## config.mk

```make
export PLATFORM = sky130hd
export DESIGN_NAME = rsa_xcel_mulrem_arbiter
export DESIGN_NICKNAME = d
export VERILOG_FILES = /design/src/rtl/rsa_xcel_pkg.sv /design/src/rtl/rsa_xcel_mulrem_tag_queue.sv /design/src/rtl/rsa_xcel_mulrem_arbiter.sv
export SDC_FILE = /design/constraint.sdc
export NUM_CORES = 1
export LEC_CHECK = 0
export ABC_CLOCK_PERIOD_IN_PS = 2550
export BUFFER_PORTS_ARGS = -buffer_cell sky130_fd_sc_hd__buf_2
export CAP_MARGIN = 30
export CORE_AREA = 4 4 154 156
export DETAILED_ROUTE_END_ITERATION = 16
export DIE_AREA = 0 0 158 160
export PLACE_DENSITY = 0.44
export SLEW_MARGIN = 30
export SYNTH_ARGS = -nofsm -noshare
export SYNTH_HDL_FRONTEND = slang
export SYNTH_SLANG_ARGS = --single-unit
```

## constraint.sdc

```tcl
create_clock -name clk -period 2.55 [get_ports clk]
set_input_delay 0.1275 -clock clk [delete_from_list [all_inputs] [get_ports clk]]
set_output_delay 0.1275 -clock clk [all_outputs]
set_load 0.05 [all_outputs]
```

## src/rtl/rsa_xcel_pkg.sv

```systemverilog
// Shared types and widths for the RSA accelerator mulrem sharing logic.
// Holds the requester ID type and the mulrem message widths.
package rsa_xcel_pkg;

    localparam int unsigned MULREM_REQ_W  = 96;
    localparam int unsigned MULREM_RESP_W = 32;

    typedef logic [0:0] req_id_t;

    localparam req_id_t REQ_ID_0 = 1'b0;
    localparam req_id_t REQ_ID_1 = 1'b1;

    // Pointer width for a queue of the given depth; a depth of 1 still needs one bit.
    function automatic int unsigned ptr_width(input int unsigned depth);
        return (depth > 1) ? $clog2(depth) : 1;
    endfunction

endpackage

```

## src/rtl/rsa_xcel_mulrem_tag_queue.sv

```systemverilog
// Synchronous FIFO of requester IDs recording the grant order of in-flight mulrem requests.
// Push is ignored when full and pop is ignored when empty.
module rsa_xcel_mulrem_tag_queue
    import rsa_xcel_pkg::*;
#(
    parameter int unsigned DEPTH = 2,
    localparam int unsigned PtrW = ptr_width(DEPTH),
    localparam int unsigned CntW = $clog2(DEPTH + 1)
) (
    input  logic    clk,
    input  logic    reset,
    input  logic    push_i,
    input  req_id_t push_id_i,
    input  logic    pop_i,
    output logic    full_o,
    output logic    empty_o,
    output req_id_t head_o
);

    req_id_t         mem_q [DEPTH];
    logic [PtrW-1:0] head_q, head_d;
    logic [PtrW-1:0] tail_q, tail_d;
    logic [CntW-1:0] count_q, count_d;
    logic            push_ok;
    logic            pop_ok;

    function automatic logic [PtrW-1:0] ptr_inc(input logic [PtrW-1:0] p);
        return (p == PtrW'(DEPTH - 1)) ? '0 : p + 1'b1;
    endfunction

    assign full_o  = (count_q == CntW'(DEPTH));
    assign empty_o = (count_q == '0);
    assign push_ok = push_i & ~full_o;
    assign pop_ok  = pop_i & ~empty_o;
    assign head_o  = mem_q[head_q];

    always_comb begin
        head_d  = head_q;
        tail_d  = tail_q;
        count_d = count_q;
        if (push_ok) begin
            tail_d = ptr_inc(tail_q);
        end
        if (pop_ok) begin
            head_d = ptr_inc(head_q);
        end
        case ({push_ok, pop_ok})
            2'b10:   count_d = count_q + 1'b1;
            2'b01:   count_d = count_q - 1'b1;
            default: count_d = count_q;
        endcase
    end

    always_ff @(posedge clk) begin
        if (reset) begin
            head_q  <= '0;
            tail_q  <= '0;
            count_q <= '0;
        end else begin
            head_q  <= head_d;
            tail_q  <= tail_d;
            count_q <= count_d;
        end
    end

    // Storage needs no reset: entries are only read while count_q is non-zero.
    always_ff @(posedge clk) begin
        if (push_ok) begin
            mem_q[tail_q] <= push_id_i;
        end
    end

`ifndef SYNTHESIS
    no_overflow: assert property (@(posedge clk) disable iff (reset) push_i |-> !full_o);
    no_underflow: assert property (@(posedge clk) disable iff (reset) pop_i |-> !empty_o);
`endif

endmodule

```

## src/rtl/rsa_xcel_mulrem_arbiter.sv

```systemverilog
// Shares one mulrem unit between two requesters, routing each response back by grant order.
// Define RSA_XCEL_MULREM_ARB_RR_EN for round-robin ties; otherwise requester 0 always wins.
module rsa_xcel_mulrem_arbiter
    import rsa_xcel_pkg::*;
#(
    parameter int unsigned REQ_W     = MULREM_REQ_W,
    parameter int unsigned RESP_W    = MULREM_RESP_W,
    parameter int unsigned MAX_OUTST = 2
) (
    input  logic              clk,
    input  logic              reset,

    input  logic              req0_val,
    output logic              req0_rdy,
    input  logic [REQ_W-1:0]  req0_msg,
    output logic              resp0_val,
    input  logic              resp0_rdy,
    output logic [RESP_W-1:0] resp0_msg,

    input  logic              req1_val,
    output logic              req1_rdy,
    input  logic [REQ_W-1:0]  req1_msg,
    output logic              resp1_val,
    input  logic              resp1_rdy,
    output logic [RESP_W-1:0] resp1_msg,

    output logic              mr_i_val,
    input  logic              mr_i_rdy,
    output logic [REQ_W-1:0]  mr_i_msg,
    input  logic              mr_o_val,
    output logic              mr_o_rdy,
    input  logic [RESP_W-1:0] mr_o_msg
);

    req_id_t grant;
    req_id_t head_id;
    logic    full;
    logic    empty;
    logic    push;
    logic    pop;
    logic    head_rdy;
    logic    any_val;

`ifdef RSA_XCEL_MULREM_ARB_RR_EN
    req_id_t prio_q, prio_d;

    always_comb begin
        if (req0_val && req1_val) begin
            grant = prio_q;
        end else if (req1_val) begin
            grant = REQ_ID_1;
        end else begin
            grant = REQ_ID_0;
        end
    end

    // The loser of the current grant becomes preferred for the next tie.
    always_comb begin
        prio_d = prio_q;
        if (push) begin
            prio_d = ~grant;
        end
    end

    always_ff @(posedge clk) begin
        if (reset) begin
            prio_q <= REQ_ID_0;
        end else begin
            prio_q <= prio_d;
        end
    end
`else
    always_comb begin
        if (req0_val) begin
            grant = REQ_ID_0;
        end else if (req1_val) begin
            grant = REQ_ID_1;
        end else begin
            grant = REQ_ID_0;
        end
    end
`endif

    // Request path: the full flag alone blocks issue, so mr_o never reaches mr_i.
    assign any_val  = req0_val | req1_val;
    assign mr_i_val = any_val & ~full & ~reset;
    assign mr_i_msg = (grant == REQ_ID_1) ? req1_msg : req0_msg;
    assign req0_rdy = (grant == REQ_ID_0) & req0_val & mr_i_rdy & ~full & ~reset;
    assign req1_rdy = (grant == REQ_ID_1) & req1_val & mr_i_rdy & ~full & ~reset;
    assign push     = mr_i_val & mr_i_rdy;

    assign head_rdy  = (head_id == REQ_ID_1) ? resp1_rdy : resp0_rdy;
    assign mr_o_rdy  = ~empty & head_rdy & ~reset;
    assign resp0_val = mr_o_val & ~empty & (head_id == REQ_ID_0) & ~reset;
    assign resp1_val = mr_o_val & ~empty & (head_id == REQ_ID_1) & ~reset;
    assign resp0_msg = mr_o_msg;
    assign resp1_msg = mr_o_msg;
    assign pop       = mr_o_val & mr_o_rdy;

    rsa_xcel_mulrem_tag_queue #(
        .DEPTH (MAX_OUTST)
    ) u_tag_queue (
        .clk       (clk),
        .reset     (reset),
        .push_i    (push),
        .push_id_i (grant),
        .pop_i     (pop),
        .full_o    (full),
        .empty_o   (empty),
        .head_o    (head_id)
    );

`ifndef SYNTHESIS
    mr_o_needs_outstanding: assert property (@(posedge clk) disable iff (reset)
        mr_o_val |-> !empty);
    req_rdy_exclusive: assert property (@(posedge clk) !(req0_rdy && req1_rdy));
    resp_val_exclusive: assert property (@(posedge clk) !(resp0_val && resp1_val));
`endif

endmodule

```

# Word level (Yosys, flattened, before mapping)
# Memories as Yosys holds them, arrays and structs flattened. A register that Yosys moved wholly into a read port is not among the register bits.
# Index checks and enable logic that the tools add are counted.
word_totals:
  ff_bits: 4
  latch_bits: 0
  ram_bits: 2
  rom_bits: 0
  input_bits: 232
  out_inout_bits: 166
  elab_cells: 51
  memories: 1
classes:
  add_sub_neg: 4
  n_mul: 0
  n_div: 0
  n_lt_le_gt_ge: 0
  eq_ne: 3
  shifts: 0
  muxes: 11
  n_bitwise: 27
  n_reduce_logical: 2
memory_table:
  columns: ["name", "depth", "width", "rd", "rd_ports_with_merged_regs", "write_ports", "line", "rtl"]
  rows:
  - ["u_tag_queue.mem_q", 2, 1, 1, 1, 1, "rsa_xcel_mulrem_tag_queue.sv:20", "req_id_t mem_q [DEPTH];"]
ops:
  columns: ["op", "count"]
  rows:
  - ["$mux 96", 1]
  - ["$and 1x1->1", 21]
  - ["$mux 1", 9]
  - ["$not 1->1", 5]
  - ["$eq 2x2->1 const B", 2]
  - ["$pmux 2 s2", 1]
  - ["$add 1x1->1 const B", 2]
  - ["$add 2x1->2 const B", 1]
  - ["$eq 2x1->1 const B", 1]
  - ["$logic_not 2->1", 1]
  - ["$reduce_bool 2->1", 1]
  - ["$sub 2x1->2 const B", 1]
  - ["$or 1x1->1", 1]

# Logic depth before layout (Yosys ltp)
depth:
  depth_word: 8
  ltp_mapped: 8
  depth_no_buf: 7

# Cells and area by module
# Synthesis repeated with hierarchy kept, for this count alone.
unflattened:
  cells_unflattened: 213
  area_unflattened_um2: 2122.0
by_module_without_submodules:
  columns: ["mod", "n_inst", "cells_each", "area_each_um2", "seq_area_each_um2"]
  rows:
  - ["rsa_xcel_mulrem_arbiter", 1, 184, 1826.8, 0.0]
  - ["rsa_xcel_mulrem_tag_queue", 1, 29, 295.3, 160.2]

# Worst setup path after synthesis
# OpenSTA, ideal clock, no wires.
synth_path:
  kind: "register to output"
  start: "register with a tool-made name"
  end: "output port mr_o_rdy"
  t_arrival_ns: 1.777
  t_required_ns: 2.423
  slack_ns: 0.646
  stages_incl_launch_ff: 4
  path_buffers: 0
  path_cell_list: "dfxtp_1 > mux2i_1 > mux2i_1 > nor3_1"
synth_rtl:
  columns: ["item", "line", "rtl"]
  rows:
  - ["end: declaration", "rsa_xcel_mulrem_arbiter.sv:31", "output logic mr_o_rdy,"]

==> reports/metrics.cfg <==
[sta]
fin_crit_ns = 1.92
finalSetupViolCount = 0
grt_setup_unrepaired = no
layout_worst_path_cycle_share_pct = 75.2
finalHoldViolCount = 0
whs_ns = 0.162
fin_setup_tns_ns = 0
fmax_mhz = 521
relSlewSlack_pct = 54.6
slew_violations = 0
worstMarginPinSlew_ns = 0.681
skew_ns = 0.00354

[route]
drcViolationCount = 0
wl_per_cell_um = 13.4
firstDrtPassIters = 4
viasPerCell = 3.25
num_vias = 2367
antenna_left = 0
drt_iter0_drc = 30
wirelength_um = 9760

[finish]
final.fill_count = 2540
final_common_cell = buf_2
fin_nets = 677
syn2layout_area_growth_pct = 71.5
layout-drive-gt1-share_pct = 91.0
antenna_cells = 0
final_cell_mix = 301 x buf_2, 96 x mux2_2, 8 x nor2_1

[cts]
path_clk_slew_ns = 0.04
insertion_delay_ns = 0.23
cts_setup_buffers = 0
post_cts_resized = 0
clkSinkCount = 7
cts_hold_buf = 0
cts-root-buf = clkbuf_16
cts_buffers = 3
clockBufferDepth = 2
h-tree-depth = 1
cts_tree = built

[power]
p_per_area_mw_per_mm2 = 387
ir_drop_v = 0.000143
p_leak_uw = 0.00174

[synthesis]
yosys.area.top_type_share_pct = 54.5
syn_area_mm2 = 0.00198
synthDistinctLibCells = 20
synthTopCellsByArea = mux2_2 55%, buf_4 25%, dfxtp_1 5.0%, edfxtp_1 3.0%, buf_2 2.0%
synth_nets = 445
avgSynthCellArea_um2 = 9.35
ys_warn_count = 0
seq_area_frac_synth_pct = 8.08
synthCells = 212
yosysTopAreaCell = mux2_2
ys_seq_elements = 7

[floorplanning]
io_pins = 398
core_mm2 = 0.0224
num_rows = 55
initial_utilization_pct = 8.87
dieArea_mm2 = 0.0253
die_h_um = 160
die-width_um = 158

[job]
drv_cap = 0

[grt]
grt_pass1_vias = 2439
grt_overflow = 0
grt.total_usage_pct = 6.67
grt_max_degree = 57
grt_pass1_wl_um = 13200
antenna_found_initial = 0

[setup_path]
crit_fanout = 4
critPathKind = reg -> reg
rr_worst_depth = 6
worstSetupStartpointType = flip-flop
crit_path_end_kind = flip-flop
cp.arrival_ns = 2.08
required_ns = 2.71

[min_path]
hold_depth = 2
hold_path_startpoint = reset
hold_class = in -> reg

[placed_design]
portBuffers = 301
dp_hpwl_um = 9000
gp_congestion = 0.765

[status]
outcome = complete, no violations

==> through the flow <==
step	instances	power (uW)	setup slack, ns	util [%]	cell area (um2)
after detailed placement	724	1060	0.613	14.9	3320
after floorplan	212	1040	0.646	-	1980
final	728	1320	0.631	15.2	3400
after global placement	724	1060	0.663	14.9	3320
after global routing	728	1380	0.442	15.2	3400
after CTS	728	1330	0.610	15.2	3400
==> final timing paths <==
kind                                  to  slack, ns
setup / recovery  u_tag_queue.count_q[1]       0.63
setup reg to reg  u_tag_queue.count_q[1]       0.63
hold / removal    u_tag_queue.count_q[1]       0.16
hold reg to reg       u_tag_queue.tail_q       0.48
==> critical path, stage by stage, from the launching register on <==
cell,delay [ns]
dfxtp_1,0.31
mux2i_1,0.28
mux2i_1,0.36
nor2_1,0.08
ha_1,0.33
or3_1,0.35
a21oi_1,0.14
==> where the power goes <==
part           switching [uW]  total, uW  internal, uW
Sequential               5.03        127           122
Combinational             615        923           309
Clock                    57.1        265           208
Total                     677       1320           638
==> Yosys cell counts <==
cell and count:
or3_1 2, nor3_1 2, nor2_1 8, buf_4 67, mux2_2 96, nand3b_1 2
xor2_1 1, dfxtp_1 5, inv_1 2, edfxtp_1 2, nand2_1 1, o21ai_0 2
nor2b_1 3, a21oi_1 3, clkbuf_1 1, mux2i_1 3, and3_1 2, ha_1 1
buf_2 8, xnor2_1 1
==> kinds of logic after synthesis <==
| kind of cell | Yosys count | share of synthesized area, % |
|---|---|---|
| buffers and inverters | 78 | 27.9 |
| AOI/OAI and AO/OA | 5 | 1.26 |
| adders and majority gates | 1 | 0.631 |
| and+or+nand+nor | 20 | 5.17 |
| DFF | 7 | 8.08 |
| muxes | 99 | 56.0 |
| xor gates and xnor gates | 2 | 0.883 |
==> cell type report <==
| class | count | area, um2 | area share [%] |
|---|---|---|---|
| tap | 285 | 357 | 10.5 |
| timing repair buffer | 303 | 1520 | 44.7 |
| clock buffer | 4 | 78.8 | 2.32 |
| inverter | 2 | 7.51 | 0.221 |
| sequential | 7 | 160 | 4.71 |
| multi-input combinational | 127 | 1280 | 37.5 |
==> per-layer routing <==
layer | wire length, um | GRT usage, %
met1 | 3130 | 6.29
met3 | 1430 | 3.01
met2 | 5120 | 13.0
met4 | 89 | 1.32
met5 | 0 | 0
Note: power is estimated with default switching activity, not from simulation.
